<file path="src/rtl/muldiv_pkg.sv">
// Shared constants and encodings for the MULTU/DIVU sequencer.
package muldiv_pkg;

   localparam int unsigned WIDTH = 32;
   localparam int unsigned CNT_W = 5;

   typedef enum logic [1:0] {
      OP_MULTU = 2'b00,
      OP_DIVU  = 2'b01,
      OP_RSV2  = 2'b10,
      OP_RSV3  = 2'b11
   } op_e;

   typedef enum logic [1:0] {
      ST_IDLE = 2'b00,
      ST_RUN  = 2'b01,
      ST_DONE = 2'b10
   } state_e;

endpackage

</file>
<file path="src/rtl/muldiv_step.sv">
// One multiply (shift-add) or divide (restoring shift-subtract) iteration.
// The divide path exists only when MULDIV_DIV_EN is defined.
module muldiv_step
   import muldiv_pkg::*;
(
`ifdef MULDIV_DIV_EN
   input  logic             op_div,
`endif
   input  logic [WIDTH-1:0] m,
   input  logic [WIDTH-1:0] p_hi,
   input  logic [WIDTH-1:0] p_lo,
   output logic [WIDTH-1:0] nxt_hi_c,
   output logic [WIDTH-1:0] nxt_lo_c
);

   logic [WIDTH:0] sum;

   always_comb begin
      sum = {1'b0, p_hi} + (p_lo[0] ? {1'b0, m} : (WIDTH+1)'(0));
   end

`ifdef MULDIV_DIV_EN
   logic [WIDTH:0]   sh;
   logic             ge;
   logic [WIDTH-1:0] diff;

   // Partial remainder never exceeds the divisor, so the trial difference fits in WIDTH bits.
   always_comb begin
      sh   = {p_hi, p_lo[WIDTH-1]};
      ge   = (sh >= {1'b0, m});
      diff = sh[WIDTH-1:0] - m;
   end
`endif

   always_comb begin
      nxt_hi_c = sum[WIDTH:1];
      nxt_lo_c = {sum[0], p_lo[WIDTH-1:1]};
`ifdef MULDIV_DIV_EN
      if (op_div) begin
         nxt_hi_c = ge ? diff : sh[WIDTH-1:0];
         nxt_lo_c = {p_lo[WIDTH-2:0], ge};
      end
`endif
   end

endmodule

</file>
<file path="src/rtl/muldiv_sequencer.sv">
// 32-cycle iterative MULTU/DIVU unit owning the architectural HI/LO registers.
// Define MULDIV_DIV_EN to build the DIVU path; otherwise DIVU is rejected as reserved.
module muldiv_sequencer #(
   parameter int unsigned WIDTH = 32
) (
   input  logic             clk,
   input  logic             reset,
   input  logic             start,
   input  logic [1:0]       op,
   input  logic [WIDTH-1:0] a,
   input  logic [WIDTH-1:0] b,
   input  logic             rd_req,
   output logic             busy,
   output logic             done,
   output logic             stall,
   output logic             illegal,
   output logic [WIDTH-1:0] hi,
   output logic [WIDTH-1:0] lo
);
   import muldiv_pkg::*;

   state_e           state;
   logic [CNT_W-1:0] cnt;
   logic [WIDTH-1:0] m_q;
   logic [WIDTH-1:0] p_hi_q;
   logic [WIDTH-1:0] p_lo_q;
   logic [WIDTH-1:0] step_hi;
   logic [WIDTH-1:0] step_lo;
   op_e              op_in;
   logic             legal;
`ifdef MULDIV_DIV_EN
   logic             div_q;
`endif

   assign op_in = op_e'(op);
   assign stall = rd_req & busy;

   always_comb begin
      legal = (op_in == OP_MULTU);
`ifdef MULDIV_DIV_EN
      legal = legal | (op_in == OP_DIVU);
`endif
   end

   muldiv_step u_step (
`ifdef MULDIV_DIV_EN
      .op_div   (div_q),
`endif
      .m        (m_q),
      .p_hi     (p_hi_q),
      .p_lo     (p_lo_q),
      .nxt_hi_c (step_hi),
      .nxt_lo_c (step_lo)
   );

   // FSM, iteration counter, working registers and HI/LO; only the final RUN edge writes HI/LO.
   always_ff @(posedge clk) begin
      if (reset) begin
         state   <= ST_IDLE;
         cnt     <= '0;
         m_q     <= '0;
         p_hi_q  <= '0;
         p_lo_q  <= '0;
         hi      <= '0;
         lo      <= '0;
         busy    <= 1'b0;
         done    <= 1'b0;
         illegal <= 1'b0;
`ifdef MULDIV_DIV_EN
         div_q   <= 1'b0;
`endif
      end else begin
         done    <= 1'b0;
         illegal <= 1'b0;
         case (state)
            ST_RUN: begin
               p_hi_q <= step_hi;
               p_lo_q <= step_lo;
               cnt    <= cnt + 1'b1;
               if (cnt == CNT_W'(WIDTH - 1)) begin
                  hi    <= step_hi;
                  lo    <= step_lo;
                  state <= ST_DONE;
                  busy  <= 1'b0;
                  done  <= 1'b1;
               end
            end
            default: begin
               state <= ST_IDLE;
               if (start) begin
                  if (legal) begin
                     state  <= ST_RUN;
                     busy   <= 1'b1;
                     cnt    <= '0;
                     p_hi_q <= '0;
`ifdef MULDIV_DIV_EN
                     div_q  <= (op_in == OP_DIVU);
                     m_q    <= (op_in == OP_DIVU) ? b : a;
                     p_lo_q <= (op_in == OP_DIVU) ? a : b;
`else
                     m_q    <= a;
                     p_lo_q <= b;
`endif
                  end else begin
                     illegal <= 1'b1;
                  end
               end
            end
         endcase
      end
   end

endmodule

</file>
<file path="config.mk">
export PLATFORM = sky130hd
export DESIGN_NAME = muldiv_sequencer
export DESIGN_NICKNAME = d
export VERILOG_FILES = /design/src/rtl/muldiv_pkg.sv /design/src/rtl/muldiv_step.sv /design/src/rtl/muldiv_sequencer.sv
export SDC_FILE = /design/constraint.sdc
export NUM_CORES = 1
export LEC_CHECK = 0
export CORE_MARGIN = 4
export CORE_UTILIZATION = 50
export DETAILED_ROUTE_END_ITERATION = 8
export GPL_TIMING_DRIVEN = 0
export PLACE_DENSITY = 0.88
export SLEW_MARGIN = 25
export SYNTH_ARGS = -nofsm -noshare
export SYNTH_HDL_FRONTEND = slang
export SYNTH_SLANG_ARGS = --single-unit
</file>
<file path="constraint.sdc">
create_clock -name clk -period 3.9 [get_ports clk]
set_clock_uncertainty 0.2 [all_clocks]
set_input_delay 0.975 -clock clk [delete_from_list [all_inputs] [get_ports clk]]
set_output_delay 0.975 -clock clk [all_outputs]
set_load 0.01 [all_outputs]
</file>
# [Word level (Yosys, flattened, before mapping)]
# Index checks and enable logic that the tools add are counted.
[totals] ff_bits=170 elab_cells=47
[classes] addsub=2 eq_ne=3 mux=20 bitwise=3 reduce_logical=9
[op_table] cell="$mux W32" n=7
[op_table] cell="$add A32 B33 Y33" n=1
[op_table] cell="$mux W5" n=3
[op_table] cell="$mux W1" n=8
[op_table] cell="$reduce_and A3 Y1" n=2
[op_table] cell="$add A5 B1 Y5 const B" n=1
[op_table] cell="$eq A5 B5 Y1 const B" n=1
[op_table] cell="$mux W2" n=2
[op_table] cell="$reduce_and A2 Y1" n=2
[op_table] cell="$reduce_bool A2 Y1" n=2
[op_table] cell="$reduce_or A3 Y1" n=1
[op_table] cell="$eq A2 B1 Y1 const B" n=1
[op_table] cell="$logic_not A2 Y1" n=1
[op_table] cell="$ne A2 B2 Y1 const B" n=1
[op_table] cell="$not A1 Y1" n=2
[op_table] cell="$reduce_or A2 Y1" n=1
[op_table] cell="$and A1 B1 Y1" n=1

# [Longest topological paths before layout]
# Gate-level depths: netlist of the first run.
[depth] ltp_word=4 mapped_depth=12 depth_no_buf=11

# [Modules after synthesis]
# A second synthesis of the first run with hierarchy kept.
[unflattened] hier_cells=832 hier_area_um2=8006.4
[modules_own_cells] mod="muldiv_sequencer" n_inst=1 cells_per_inst=511 area_per_inst_um2=5784.3 seq_area_each_um2=3403.3
[modules_own_cells] mod="muldiv_step" n_inst=1 cells_per_inst=321 area_per_inst_um2=2222.1 seq_area_each_um2=0.0

# [Worst setup path after synthesis of the first run]
# No wires, ideal clock.
[synth_timing] path_kind="flip-flop to flip-flop" start="register p_lo_q[0]" end="register p_hi_q[23]" arrival_time_ns=2.526 required_time_ns=3.583 slack_ns=1.057 stages_incl_launch_ff=12 period_less_slack_ns=2.843 path_cell_list="dfxtp_1 -> clkbuf_1 -> and2_1 -> ha_1 -> buf_2 -> a211oi_1 -> o21bai_1 -> o21ai_0 -> a31o_2 -> a21oi_1 -> or3_1 -> a32o_1"
[synth_between] elab_chain_len=3
[synth_lines] item="start, declared" line_no="muldiv_sequencer.sv:26" rtl="logic [WIDTH-1:0] p_lo_q;"
[synth_lines] item="start signal, assigned" line_no="muldiv_sequencer.sv:78" rtl="p_lo_q <= step_lo;"
[synth_lines] item="$mux W32" line_no="muldiv_step.sv:19" rtl="sum = {1'b0, p_hi} + (p_lo[0] ? {1'b0, m} : (WIDTH+1)'(0));"
[synth_lines] item="$add A32 B33 Y33" line_no="muldiv_step.sv:19"
[synth_lines] item="$mux W32" line_no="muldiv_sequencer.sv:75" rtl="case (state)"
[synth_lines] item="end signal, assigned" line_no="muldiv_sequencer.sv:77" rtl="p_hi_q <= step_hi;"
[synth_lines] item="end, declared" line_no="muldiv_sequencer.sv:25" rtl="logic [WIDTH-1:0] p_hi_q;"
# Every way passes these cells.
# A chain may end at the register's enable or synchronous reset.

# [Worst setup path in the final report of the first run]
[layout_timing] start="register p_lo_q[0]" end="register p_hi_q[19]"
# The elaborated chain is that of the path after synthesis.

==> results by group, run 1 <==
Place
  – Post-DP HPWL: 17,500 µm
  – I/O Buffers: 136
  – Place WS: 216 ps
  – GPL Wtd Cong: 0.980

Pwr
  – Sequential share of power: 46.6%
  – P_leak: 4.02 nW
  – Net Sw Power: 0.923 mW
  – Internal power: 2.94 mW
  – Pwr/cell area: 370 nW/µm²
  – Clock share of power: 46.9%
  – Switching fraction of total power: 23.9%
  – Comb pwr share: 6.5%
  – Worst vdd ir: 340 µV

STA
  – Slew HR: 40.8%
  – Achievable Freq: 278 MHz
  – Final TNS setup: 0 ps
  – Minimum clock period: 3600 ps
  – Slew Viols, Final: 0
  – Tcrit/Tclk final: 92.3%
  – Hold Violations, Final: 0
  – RSZ-0062 raised after global routing: false
  – Final WS setup: 301 ps
  – Setup violations, final: 0
  – Worst Tran Pin Value: 883 ps
  – Hold Slack: 251 ps

Clocking
  – Clk Latency, worst-skew pair: 440 ps
  – Hold Buf Count CTS: 0
  – CTS clk-pin slew, worst paths: 70 ps
  – CTS H-tree depth: 4
  – CTS tree: built
  – Root Driver: clkbuf_16
  – # Post-CTS Setup Buffers: 0
  – Max clock buf depth: 2
  – CTS buffer count: 17
  – Clk sinks: 170

Worst setup path
  – Bufs and invs on worst path: 1
  – Top Family by Delay on Critical Path: compound AO/OA/AOI/OAI gates
  – FF-to-FF Start: p_lo_q[0]$_SDFFE_PP0P_
  – Worst Setup SP: p_lo_q[0]$_SDFFE_PP0P_
  – CP endpoint kind: flip-flop
  – Critical path class: reg2reg
  – CP Max Fanout: 10
  – Req. time, crit path: 4080 ps
  – CP max-delay cell: dfxtp_1
  – Crit path arrival time: 3780 ps
  – CP Cell Sequence: clkbuf_1 > and2_1 > fa_1 > a21o_1 > a31oi_1 > or3_4 > a311oi_1 > nor2_1 > o21bai_1 > xor2_1 > a22o_1
  – Startpoint types: flip-flop
  – Largest stage delay on the critical path: 540 ps

Route
  – Routed via count: 8,451
  – First drt pass iteration count: 5
  – DR WL/cell: 17.1 µm
  – Post-Route WL: 24,700 µm
  – Vias/cell: 5.85
  – DR DRC count: 0
  – Remaining antenna violation count: 0
  – Initial detailed-routing violation count: 869

Final layout
  – Area Growth Syn to Fin: 27.9%
  – Layout cells sized above 1: 3.67%
  – Final nets: 1,319
  – Commonest non-fill, non-tap cell in the layout: nand2_1
  – Commonest non-fill, non-tap cells in the layout: nand2_1 (273), dfxtp_1 (170), clkdlybuf4s50_1 (136)
  – Filler Cells Inserted: 1,310

Worst hold path
  – Hold Startpoint: m_q[2]$_SDFFE_PP0P_
  – Hold Crit Class: reg2reg

Yosys
  – Post-synthesis sequential area ratio: 41.7%
  – Flop and latch count out of synthesis: 170
  – Synth unique cells: 52
  – Syn Std Cell Area: 8170 µm²
  – Post-synth EDFFs: 0
  – Most used DFF post-synth: dfxtp_1
  – Synth Area per Inst: 7.72 µm²
  – Fraction of registers with async set/reset: 0%
  – YS warnings: 0
  – Mapped Nets: 1,164
  – Synth Instances: 1,059

Floorplan
  – # rows: 46
  – Initial Utilization: 51.2%
  – Placeable Area: 15,900 µm²
  – X dimension of the die: 136 µm
  – Die H: 136 µm
  – Die Area: 18,400 µm²
  – I/O Pins: 138

Global route
  – Largest net degree at the start of global routing: 17
  – Total Routing Usage GR: 26.6%
  – Antenna violations before repair: 0
  – Number of global-route vias before repair: 8,110
  – Grt total ovfl: 0
  – First-pass GRT wire length: 39,400 µm

Flow run
  – Max Cap Violations: 0

Outcome
  – Status: finished clean
## registers in the layout, indices dropped and copies added (netlist names)
name,count
cnt,5
hi,32
done,1
p_lo_q,32
illegal,1
state,2
lo,32
m_q,32
p_hi_q,32
busy,1
## cell usage after synthesis, types with 8 or more instances
cell	instances	area share, %
a21o_1	21	1.9
o21ai_0	25	1.5
xnor2_1	14	1.5
dfxtp_1	170	42
nor2_1	74	3.4
xor2_1	11	1.2
and2_1	39	3.0
ha_1	34	5.2
clkbuf_1	65	3.0
nand2_1	273	13
buf_1	11	0.51
nand3_1	34	2.1
a211oi_1	8	0.74
a22o_1	8	0.86
a31oi_1	8	0.61
and3_1	13	1.0
nor3_1	10	0.61
a21oi_1	134	8.2
a311oi_1	33	3.5
## cell type report
class	count	area (µm²)	share of cell area (%)
clock inverters	13	179	1.71
multi-input cells	805	4460	42.7
diodes	1	2.50	0.0240
well taps	216	270	2.59
inverters	6	22.5	0.216
plain buffers	78	295	2.83
flip-flops and latches	170	3400	32.6
clock buffers	19	453	4.34
repair buffers	136	1360	13.0
## cells by family (layout without fill, tap and decap cells)
kind of cell,Yosys count,in the layout,share of synthesized area [%]
simple gates,467,467,24.7
xor+xnor,25,25,2.68
flops,170,170,41.7
fa+ha+maj,35,35,5.45
compound gates,275,275,21.2
buf+inv,84,252,3.89
mux,3,3,0.368
other cells,0,1,0
## layer usage
metal	vias up	GRT usage [%]	wire, µm
met5	-	0	0
met4	0	12.8	1020
met3	94	5.70	1810
met2	407	43.8	11800
met1	3971	33.2	10100
li1	3979	-	-
## worst min-delay path, delay by kind of cell, from the launching register on
kind,cells,cell delay (ps)
flip-flops,1,300
AND/OR/NAND/NOR,1,50
AO/OA/AOI/OAI,1,50
## power by group through the flow
stage          Clock [mW]  Sequential, mW  Combinational, mW
3_5_place_dp            0            1.84              0.245
3_3_place_gp            0            1.84              0.239
5_1_grt              1.89            1.81              0.272
2_1_floorplan           0            1.83              0.122
4_1_cts              1.82            1.80              0.248
6_report             1.81            1.80              0.250
## final timing paths
| path | depth (start not counted) | end | slack, ps |
|---|---|---|---|
| worst max register to register | 11 | p_hi_q[19]$_SDFFE_PP0P_ | 300 |
| worst max-delay path | 11 | p_hi_q[19]$_SDFFE_PP0P_ | 300 |
| worst min-delay path | 2 | m_q[2]$_SDFFE_PP0P_ | 250 |
| worst min register to register | 2 | m_q[2]$_SDFFE_PP0P_ | 250 |
## stage by stage
step | total power, mW | cells | cell area [µm²] | util, %
2_1_floorplan | 1.95 | 1059 | 8170 | -
3_3_place_gp | 2.08 | 1411 | 9800 | 61.5
3_5_place_dp | 2.09 | 1411 | 9810 | 61.5
4_1_cts | 3.87 | 1443 | 10400 | 65.5
5_1_grt | 3.97 | 1443 | 10400 | 65.5
6_report | 3.87 | 1444 | 10400 | 65.5
## what timing repair did
item | CTS | global route
endpoints found under the hold margin | 0 | 0
gates resized for setup | 0 | 1
setup endpoints to repair | 0 | 3
Power figures use the tool's default switching activity.
==> run 2, diff against run 1 <==
--- a/config.mk
+++ b/config.mk
@@ -10,7 +10,6 @@
 export DETAILED_ROUTE_END_ITERATION = 8
 export GPL_TIMING_DRIVEN = 0
 export PLACE_DENSITY = 0.88
-export SLEW_MARGIN = 25
 export SYNTH_ARGS = -nofsm -noshare
 export SYNTH_HDL_FRONTEND = slang
 export SYNTH_SLANG_ARGS = --single-unit
==> results of run 2 <==
No change in the layout: final DEF, timing and power equal those of run 1.
==> run 3, diff against run 2 <==
--- a/config.mk
+++ b/config.mk
@@ -6,10 +6,9 @@
 export NUM_CORES = 1
 export LEC_CHECK = 0
 export CORE_MARGIN = 4
-export CORE_UTILIZATION = 50
+export CORE_UTILIZATION = 49
 export DETAILED_ROUTE_END_ITERATION = 8
-export GPL_TIMING_DRIVEN = 0
-export PLACE_DENSITY = 0.88
+export PLACE_DENSITY = 0.87
 export SYNTH_ARGS = -nofsm -noshare
 export SYNTH_HDL_FRONTEND = slang
 export SYNTH_SLANG_ARGS = --single-unit
==> run 3 against run 2 <==
  * Wire length fell by 11%
  * Non-clock buffer count fell by 59
  * Hold slack improved by 2.2 ps
  * Combinational power fell by 7%
  * Via count fell by 6.8%
  * Clock-buffer cell count fell by 2
  * Sequential power barely moved
  * First-iteration DRC count fell by 23%
  * Sequential share of layout area rose by 0.58 points
==> results by group, run 3 (synthesis gave the netlist of run 1 again) <==
Clocking
  – CTS buffer count: 17
  – Hold Buf Count CTS: 0
  – # Post-CTS Setup Buffers: 0
  – Max clock buf depth: 2
  – Clk sinks: 170
  – Clk Latency, worst-skew pair: 440 ps
  – CTS clk-pin slew, worst paths: 70 ps
  – CTS H-tree depth: 4
  – Root Driver: clkbuf_16
  – Post_cts resized: 0
  – CTS tree: built

Worst setup path
  – Req. time, crit path: 4070 ps
  – Bufs and invs on worst path: 0
  – CP max-delay cell: dfxtp_1
  – Critical path class: reg2reg
  – Top Family by Delay on Critical Path: compound AO/OA/AOI/OAI gates
  – Startpoint types: flip-flop
  – Crit path arrival time: 3620 ps
  – CP Cell Sequence: and2_1 > ha_1 > fa_1 > a21o_1 > a31oi_1 > or3_4 > a311oi_1 > nor2_1 > o21bai_1 > xor2_1 > a22o_1
  – CP Max Fanout: 17
  – CP endpoint kind: flip-flop
  – Largest stage delay on the critical path: 650 ps

Pwr
  – Clock share of power: 45.4%
  – Worst vdd ir: 340 µV
  – Comb pwr share: 6.3%
  – Switching fraction of total power: 26.2%
  – Internal power: 2.75 mW
  – P_leak: 4.01 nW
  – Sequential share of power: 48.4%
  – Net Sw Power: 0.977 mW
  – Pwr/cell area: 363 nW/µm²

Floorplan
  – I/O Pins: 138
  – X dimension of the die: 137 µm
  – Initial Utilization: 50.7%
  – Die H: 137 µm
  – Die Area: 18,800 µm²
  – Placeable Area: 16,100 µm²
  – # rows: 46

STA
  – Slew Viols, Final: 0
  – Hold Violations, Final: 0
  – Setup violations, final: 0
  – Final TNS setup: 0 ps
  – Achievable Freq: 290 MHz
  – Hold Slack: 253 ps
  – Worst Tran Pin Value: 1200 ps
  – Tcrit/Tclk final: 88.5%
  – RSZ-0062 raised after global routing: false
  – Slew HR: 19.9%
  – Minimum clock period: 3450 ps

Final layout
  – Area Growth Syn to Fin: 25.6%
  – Final nets: 1,260
  – Commonest non-fill, non-tap cells in the layout: nand2_1 (272), dfxtp_1 (170), clkdlybuf4s50_1 (136)
  – Multi-input logic area: 4460 µm²
  – Commonest non-fill, non-tap cell in the layout: nand2_1
  – Layout cells sized above 1: 5.57%
  – Filler Cells Inserted: 1,381
  – Final non-filler cell total: 1,384
  – Final instance area: 10,300 µm²
  – FF/Latch Area: 3400 µm²
  – ANT cells: 0

Global route
  – Total Routing Usage GR: 23.9%
  – Antenna violations before repair: 0
  – Number of global-route vias before repair: 7,481
  – Largest net degree at the start of global routing: 83
  – First-pass GRT wire length: 36,300 µm
  – Grt total ovfl: 0

Worst hold path
  – Hold Crit Class: reg2reg

Route
  – Routed via count: 7,875
  – Initial detailed-routing violation count: 672
  – DR WL/cell: 15.9 µm
  – First drt pass iteration count: 6
  – Vias/cell: 5.69
  – Remaining antenna violation count: 0
  – DR DRC count: 0
  – Post-Route WL: 22,100 µm

Place
  – DP Area: 9660 µm²
  – Dpl cells: 1,352
  – I/O Buffers: 137
  – GPL Wtd Cong: 0.945
  – Post-DP HPWL: 14,900 µm

Outcome
  – Status: finished clean

Flow run
  – Max Cap Violations: 0
## run 3: cell count changes in the layout (fill, tap and decap cells not counted), moves of 3 or more
cell | before | now
clkbuf_1 | 65 | 0
buf_4 | 0 | 19
buf_1 | 11 | 0
inv_8 | 2 | 7
clkinv_8 | 0 | 4
bufinv_16 | 3 | 0
inv_6 | 4 | 1
## run 3: cell type report
cell class / instances / area share [%]
Multi-Input combinational cell: 805 / 43.5
Sequential cell: 170 / 33.2
Timing Repair Buffer: 155 / 14.7
Clock buffer: 17 / 4.15
Tap cell: 216 / 2.63
Clock inverter: 15 / 1.69
Inverter: 6 / 0.219
## run 3: power groups by stage
stage | combinational, mW | clock [mW] | sequential, mW
after floorplan | 0.122 | 0 | 1.83
after global placement | 0.228 | 0 | 1.84
after detailed placement | 0.231 | 0 | 1.84
after CTS | 0.233 | 1.72 | 1.80
after global routing | 0.256 | 1.79 | 1.81
final | 0.233 | 1.69 | 1.80
## run 3: worst paths after layout
check,from,to,slack [ps],cells past startpoint
setup / recovery,p_lo_q[0]$_SDFFE_PP0P_,p_hi_q[19]$_SDFFE_PP0P_,450,11
hold / removal,m_q[2]$_SDFFE_PP0P_,m_q[2]$_SDFFE_PP0P_,250,2
setup reg to reg,p_lo_q[0]$_SDFFE_PP0P_,p_hi_q[19]$_SDFFE_PP0P_,450,11
hold reg to reg,m_q[2]$_SDFFE_PP0P_,m_q[2]$_SDFFE_PP0P_,250,2
## run 3: tightest hold or removal path, delay by kind of cell (launching register included)
kind            cells  cell delay [ps]
compound gates      1               50
flops               1              310
simple gates        1               50
## run 3: per-stage QoR
step                      worst slack, ps  util [%]  power (mW)
final                                 448      63.7        3.73
after detailed placement              562      60.0        2.07
after global routing                  252      63.7        3.86
after global placement                661      60.0        2.07
after floorplan                      1060         -        1.95
after CTS                             505      63.7        3.75
## run 3: routing by layer
| metal | up-vias | track usage [%] | routed length (µm) |
|---|---|---|---|
| li1 | 3854 | - | - |
| met1 | 3680 | 30.5 | 9420 |
| met2 | 292 | 39.7 | 10700 |
| met3 | 49 | 5.88 | 1440 |
| met4 | 0 | 7.65 | 472 |
| met5 | - | 0 | 0 |
